$ cat src/rtl/fwd_select_ctrl.sv
// fwd_select_ctrl
//   Produces registered operand-source selects for the EX-stage operand muxes
//   (00 = register file, 01 = EX/MEM result, 10 = MEM/WB result) and detects
//   load-use hazards, raising a combinational stall toward IF/ID.
//   Steps in lockstep with the ID/EX pipeline register.
//
// Ports
//   clk, rst                    pipeline clock, synchronous active-high reset
//   id_valid                    ID holds a real instruction
//   id_rs1/id_rs2, *_used       source registers in ID and whether each is read
//   id_rd, id_reg_write         destination register and write enable in ID
//   id_mem_read                 ID instruction is a load
//   hold_in                     global pipeline freeze
//   flush                       kill the ID instruction
//   fwd_a_sel, fwd_b_sel        registered selects for the instruction in EX
//   ex_valid                    EX slot holds a real instruction
//   stall_id                    hold PC and IF/ID this cycle
//   stall_cnt                   saturating count of load-use stall cycles
module fwd_select_ctrl #(
  parameter int REG_AW = 5,
  parameter int CNT_W  = 16
) (
  input  logic              clk,
  input  logic              rst,
  input  logic              id_valid,
  input  logic [REG_AW-1:0] id_rs1,
  input  logic [REG_AW-1:0] id_rs2,
  input  logic              id_rs1_used,
  input  logic              id_rs2_used,
  input  logic [REG_AW-1:0] id_rd,
  input  logic              id_reg_write,
  input  logic              id_mem_read,
  input  logic              hold_in,
  input  logic              flush,
  output logic [1:0]        fwd_a_sel,
  output logic [1:0]        fwd_b_sel,
  output logic              ex_valid,
  output logic              stall_id,
  output logic [CNT_W-1:0]  stall_cnt
);

  // EX tag (valid is the ex_valid output) and MEM tag. A load's MEM-stage
  // identity is irrelevant to forwarding, so MEM carries no load flag.
  logic [REG_AW-1:0] ex_rd;
  logic              ex_wr;
  logic              ex_load;
  logic              mem_valid;
  logic [REG_AW-1:0] mem_rd;
  logic              mem_wr;

  logic       load_use;
  logic       issue;
  logic [1:0] sel_a_next;
  logic [1:0] sel_b_next;

  function automatic logic [1:0] pick_src(
    input logic [REG_AW-1:0] rs,
    input logic              used,
    input logic              e_valid,
    input logic              e_wr,
    input logic [REG_AW-1:0] e_rd,
    input logic              m_valid,
    input logic              m_wr,
    input logic [REG_AW-1:0] m_rd
  );
    logic [1:0] src;
    src = 2'b00;
    if (used && (rs != '0)) begin
      // nearer producer wins
      if (e_valid && e_wr && (e_rd == rs))
        src = 2'b01;
      else if (m_valid && m_wr && (m_rd == rs))
        src = 2'b10;
    end
    return src;
  endfunction

  always_comb begin
    load_use = ex_valid && ex_load && ex_wr && (ex_rd != '0) && id_valid &&
               ((id_rs1_used && (id_rs1 == ex_rd)) ||
                (id_rs2_used && (id_rs2 == ex_rd)));
    stall_id = load_use && !flush && !hold_in && !rst;
    issue    = id_valid && !flush && !stall_id;

    // A load in EX that matches always stalls, so it never leaves a 01 here.
    sel_a_next = 2'b00;
    sel_b_next = 2'b00;
    if (issue) begin
      sel_a_next = pick_src(id_rs1, id_rs1_used, ex_valid, ex_wr, ex_rd,
                            mem_valid, mem_wr, mem_rd);
      sel_b_next = pick_src(id_rs2, id_rs2_used, ex_valid, ex_wr, ex_rd,
                            mem_valid, mem_wr, mem_rd);
    end
  end

  always_ff @(posedge clk) begin
    if (rst) begin
      ex_valid  <= 1'b0;
      ex_rd     <= '0;
      ex_wr     <= 1'b0;
      ex_load   <= 1'b0;
      mem_valid <= 1'b0;
      mem_rd    <= '0;
      mem_wr    <= 1'b0;
      fwd_a_sel <= 2'b00;
      fwd_b_sel <= 2'b00;
      stall_cnt <= '0;
    end else if (!hold_in) begin
      mem_valid <= ex_valid;
      mem_rd    <= ex_rd;
      mem_wr    <= ex_wr;
      ex_valid  <= issue;
      ex_rd     <= id_rd;
      ex_wr     <= id_reg_write;
      ex_load   <= id_mem_read;
      fwd_a_sel <= sel_a_next;
      fwd_b_sel <= sel_b_next;
      if (stall_id && (stall_cnt != '1))
        stall_cnt <= stall_cnt + CNT_W'(1);
    end
  end

endmodule
$ cat config.mk
export PLATFORM = sky130hd
export DESIGN_NAME = fwd_select_ctrl
export DESIGN_NICKNAME = d
export VERILOG_FILES = /design/src/rtl/fwd_select_ctrl.sv
export SDC_FILE = /design/constraint.sdc
export NUM_CORES = 1
export LEC_CHECK = 0
export ABC_AREA = 1
export BUFFER_PORTS_ARGS = -buffer_cell sky130_fd_sc_hd__buf_2
export CORE_MARGIN = 1
export CORE_UTILIZATION = 54
export DETAILED_ROUTE_END_ITERATION = 12
export GPL_TIMING_DRIVEN = 0
export PLACE_DENSITY = 0.79
export SYNTH_ARGS = -nofsm -noshare
export SYNTH_HDL_FRONTEND = slang
export SYNTH_SLANG_ARGS = --single-unit
$ cat constraint.sdc
create_clock -name clk -period 1.95 [get_ports clk]
set_clock_uncertainty 0.15 [all_clocks]
set_input_delay 0.2925 -clock clk [delete_from_list [all_inputs] [get_ports clk]]
set_output_delay 0.2925 -clock clk [all_outputs]
set_load 0.01 [all_outputs]
---- Word-level counts from Yosys, hierarchy flattened ----
Cells that the tools add are included.
storage, ports and cells
  register bits ........................... 35
  input bits .............................. 24
  output and inout bits ................... 22
operators by class
  $add $sub $neg .......................... 1
  eq/ne operators ......................... 7
  muxes and demuxes ....................... 8
  bitwise gates (word level) .............. 1
  reductions and logical operators ........ 30
operator list
  cell                   count
  $eq 5x5->1             6
  $logic_and 1x1->1      21
  $add 16x1->16 const B  1
  $mux 2                 8
  $ne 16x16->1 const B   1
  $reduce_bool 5->1      3
  $logic_not 1->1        4
  $reduce_and 2->1       1
  $logic_or 1x1->1       1
  $not 1->1              1

---- Depth between registers and ports, before layout ----
  word-level depth ........................ 11
  mapped depth ............................ 12
  mapped depth without buffers ............ 12

---- Worst setup path before layout ----
OpenSTA, ideal clock, no wires.
  kind .................................... register to register
  start ................................... register stall_cnt[1]
  end ..................................... register stall_cnt[3]
  arrival ................................. 1.507 ns
  slack ................................... 0.179 ns
  stages on the path, launching flop included .. 12
  path buffers ............................ 1
  period minus slack after synthesis ...... 1.771 ns
  path through ............................ dfxtp_1 > ha_1 > nand2_1 > nor2_2 > nand3_2 > nor2_4 > nand3_4 > buf_6 > nand4_2 > nand2_1 > nand2_1 > nor2_2
on the way
  cells in the longest elaborated chain, start to end .. 3
RTL lines
  what                                                                   line  source
  from (decl)                                                            39    output logic [CNT_W-1:0] stall_cnt
  from (signal assigned)                                                 119   stall_cnt <= stall_cnt + CNT_W'(1);
  parallel branches: the longest is 3 deep, another holds $add 16x1->16  --
Several ways; the timed one is not identified.
A chain may end at the register's enable or synchronous reset.

---- Final worst setup path ----
  start ................................... register stall_cnt[1]
  end ..................................... register stall_cnt[14]
The elaborated chain is that of the path after synthesis.

==> flow_summary_export.csv <==
group,metric,value,unit
outcome,status,"complete, no violations",
synth,synth_top_flop_cell,"dfxtp_1",
pwr,power.leakage,0.001292,uW
timing,min_period,1914,ps
timing,setup-tns-final,0,ps
cts,cts_num_sinks,35,
detailed_routing,wl,5718,um
synth,syn_inst,313,
finish,design_area,2795,um^2
pwr,p_per_area,631.4,nW/um^2
critical_path,crit_buf_inv,1,
finish,final_cell_mix,"nand2_1 (65), buf_2 (45), nor2_1 (44), inv_1 (37), dfxtp_1 (27)",
detailed_routing,vias_per_cell,5.287,
global_route,grt_pass1_wl,8618,um
detailed_routing,vias,2263,
timing,fin_crit_sh,0.9818,
cts,clk_pin_slew_worst_paths,80,ps
detailed_routing,dr.max_layer_used,"met4",
critical_path,max_stage_delay,370,ps
finish,area_delta_synth_final,29.51,%
critical_path,worst-setup-path-type,"flop to flop",
synth,syn_nets,338,
synth,synth-seq-cells,35,
synth,synth_edf_count,0,
synth,async_flop_share,0,
timing,setup_viol,0,
timing,rsz0062_at_grt,"yes",
die,die_w,65.22,um
timing,fmax,522.3,MHz
detailed_routing,postRouteAntennaNets,0,
critical_path,crit_family,"simple AND/OR/NAND/NOR gates",
pwr,irDropWorstVdd,367.8,uV
placed_design,place_area,2444,um^2
cts,cts_max_level,2,
global_route,grt_overflow_total,0,
detailed_routing,drt_iter0_markers,176,
detailed_routing,met3_length,301,um
pwr,p_total,1765,uW
critical_path,crit_path_max_fanout,7,
global_route,antenna_found_initial,0,
global_route,grt_pass1_vias,1873,
synth,avgSynthCellArea,6.896,um^2
critical_path,cp-start-kind,"flop",
critical_path,critPathArrivalTime,1960,ps
synth,yosysUniqueCellTypes,34,
synth,ys.warnings.count,0,
finish,fin_util,0.7467,
placed_design,gp_congestion,0.8598,
synth,synth-seq-area-share,0.3246,
finish,drive_above_1_share,0.3342,
finish,diodes,0,
hold_path,hold_class,"input pin to flop",
die,die_y,65.22,um
detailed_routing,wl_met1,2649,um
placed_design,hpwl,3856,um
finish,instances_no_fill,428,
cts,cts_made_buffers,5,
die,die_area,4254,um^2
critical_path,worst_path_max_delay_cell,"dfxtp_2",
cts,clock_path_buffers,2,
cts,clock_latency,290,ps
die,start_util,0.5765,
timing,worst_slew_pin_slew,520.2,ps
timing,hold_viol,0,
critical_path,crit_path_cell_trace,"ha_4, nand2_2, nor2_2, nand3_2, nor2_4, nand3_4, clkbuf_16, nand4_2, nand2_1, nand2_1, nor2_2",
timing,slew_viol_final,0,
cts,cts_tree,"yes",
timing,relSlewSlack,0.6532,
cts,root_buffer,"clkbuf_8",
cts,hold_buffers,0,
detailed_routing,drcViolationCount,0,
placed_design,portBuffers,45,
critical_path,end_kind,"flop",
detailed_routing,drt_first_pass_iters,4,
critical_path,cp.required,1990,ps
detailed_routing,routedWlPerCell,13.36,um
die,core-area,3744,um^2
finish,nNetsFinal,404,
synth,syn_area,2158,um^2
die,ioPinCount,46,
finish,mostFrequentLayoutCell,"nand2_1",
global_route,grtUsageTotal,0.2645,
detailed_routing,route.met2.wl,2629,um
global_route,grt_max_degree,13,
placed_design,dp.cells,406,
flow_run,cap_violations,0,
die,num_rows,22,
[power by group]
group	switching [uW]	internal, uW	leakage, uW	total, uW
combinational	128	85.7	0.000938	214
sequential	22.6	733	0.000289	756
clock	285	510	0.0000644	795
total	436	1330	0.00129	1760
[synth_stat cells (2+ instances only)]
master,n,area (um^2)
a21oi_1,15,75.07
buf_6,2,22.52
clkbuf_1,4,15.01
dfxtp_1,35,700.7
inv_1,38,142.6
inv_2,8,30.03
nand2_1,69,259.0
nand2_2,2,12.51
nand2_4,2,22.52
nand3_1,13,65.06
nand4_1,12,75.07
nand4_2,9,112.6
nor2_1,47,176.4
nor2_2,8,50.05
nor2_8,2,40.04
nor3_1,2,10.01
o21ai_0,16,80.08
o21bai_1,6,45.04
xnor2_1,8,70.07
[final timing paths]
path / from / to / slack [ps] / cells after the start
setup reg to reg: stall_cnt[1]$_SDFFE_PP0P_ / stall_cnt[14]$_SDFFE_PP0P_ / 40 / 11
setup / recovery: stall_cnt[1]$_SDFFE_PP0P_ / stall_cnt[14]$_SDFFE_PP0P_ / 40 / 11
hold / removal: id_reg_write / ex_wr$_SDFFE_PP0N_ / 90 / 3
hold reg to reg: fwd_a_sel[1]$_SDFFE_PP0N_ / fwd_a_sel[1]$_SDFFE_PP0N_ / 310 / 2
[tightest hold or removal path, stage by stage]
cell and delay (ps):
buf_2 70, o21ai_0 60, nor2_1 80
[registers in the layout, summed over array words and instances (netlist names)]
name       flops
stall_cnt     16
ex_rd          5
mem_rd         5
fwd_a_sel      2
fwd_b_sel      2
ex_load        1
ex_valid       1
ex_wr          1
mem_valid      1
mem_wr         1
[metrics by stage]
stage	worst slack [ps]	hold WS, ps
after floorplan	178.6	294.1
after global placement	84.43	301.6
after detailed placement	72.83	306.9
after CTS	7.326	92.32
after global routing	-59.69	107.0
final	35.53	89.94
[per-layer routing]
metal / up-vias / track usage
li1: 1131 / -
met1: 1050 / 0.3640
met2: 68 / 0.4046
met3: 14 / 0.05556
met4: 0 / 0.09511
met5: - / 0
[final cells by class]
| class | instances | area [um^2] |
|---|---|---|
| Buffer | 9 | 70.07 |
| Tap cell | 48 | 60.06 |
| Inverter | 47 | 181.4 |
| Timing Repair Buffer | 59 | 354.1 |
| Multi-Input combinational cell | 222 | 1272 |
| Clock buffer | 5 | 68.82 |
| Sequential cell | 35 | 720.7 |
| Clock inverter | 3 | 67.56 |
| Fill cell | 284 | 948.4 |
[kinds of logic after synthesis]
kind of cell | after synthesis | share of synthesized area
AO/OA/AOI/OAI | 38 | 0.09681
AND/OR/NAND/NOR | 174 | 0.4232
XOR/XNOR | 9 | 0.03652
flip-flops | 35 | 0.3246
buffers and inverters | 56 | 0.1130
adder cells (fa/ha/maj) | 1 | 0.005796
[what timing repair did]
action,in CTS,in global routing
pin swaps,2,11
gates resized for setup,8,22
cloned,0,1
buffers inserted,2,11
setup endpoints to repair,1,15
No activity file was read; power rests on OpenSTA's default activity.
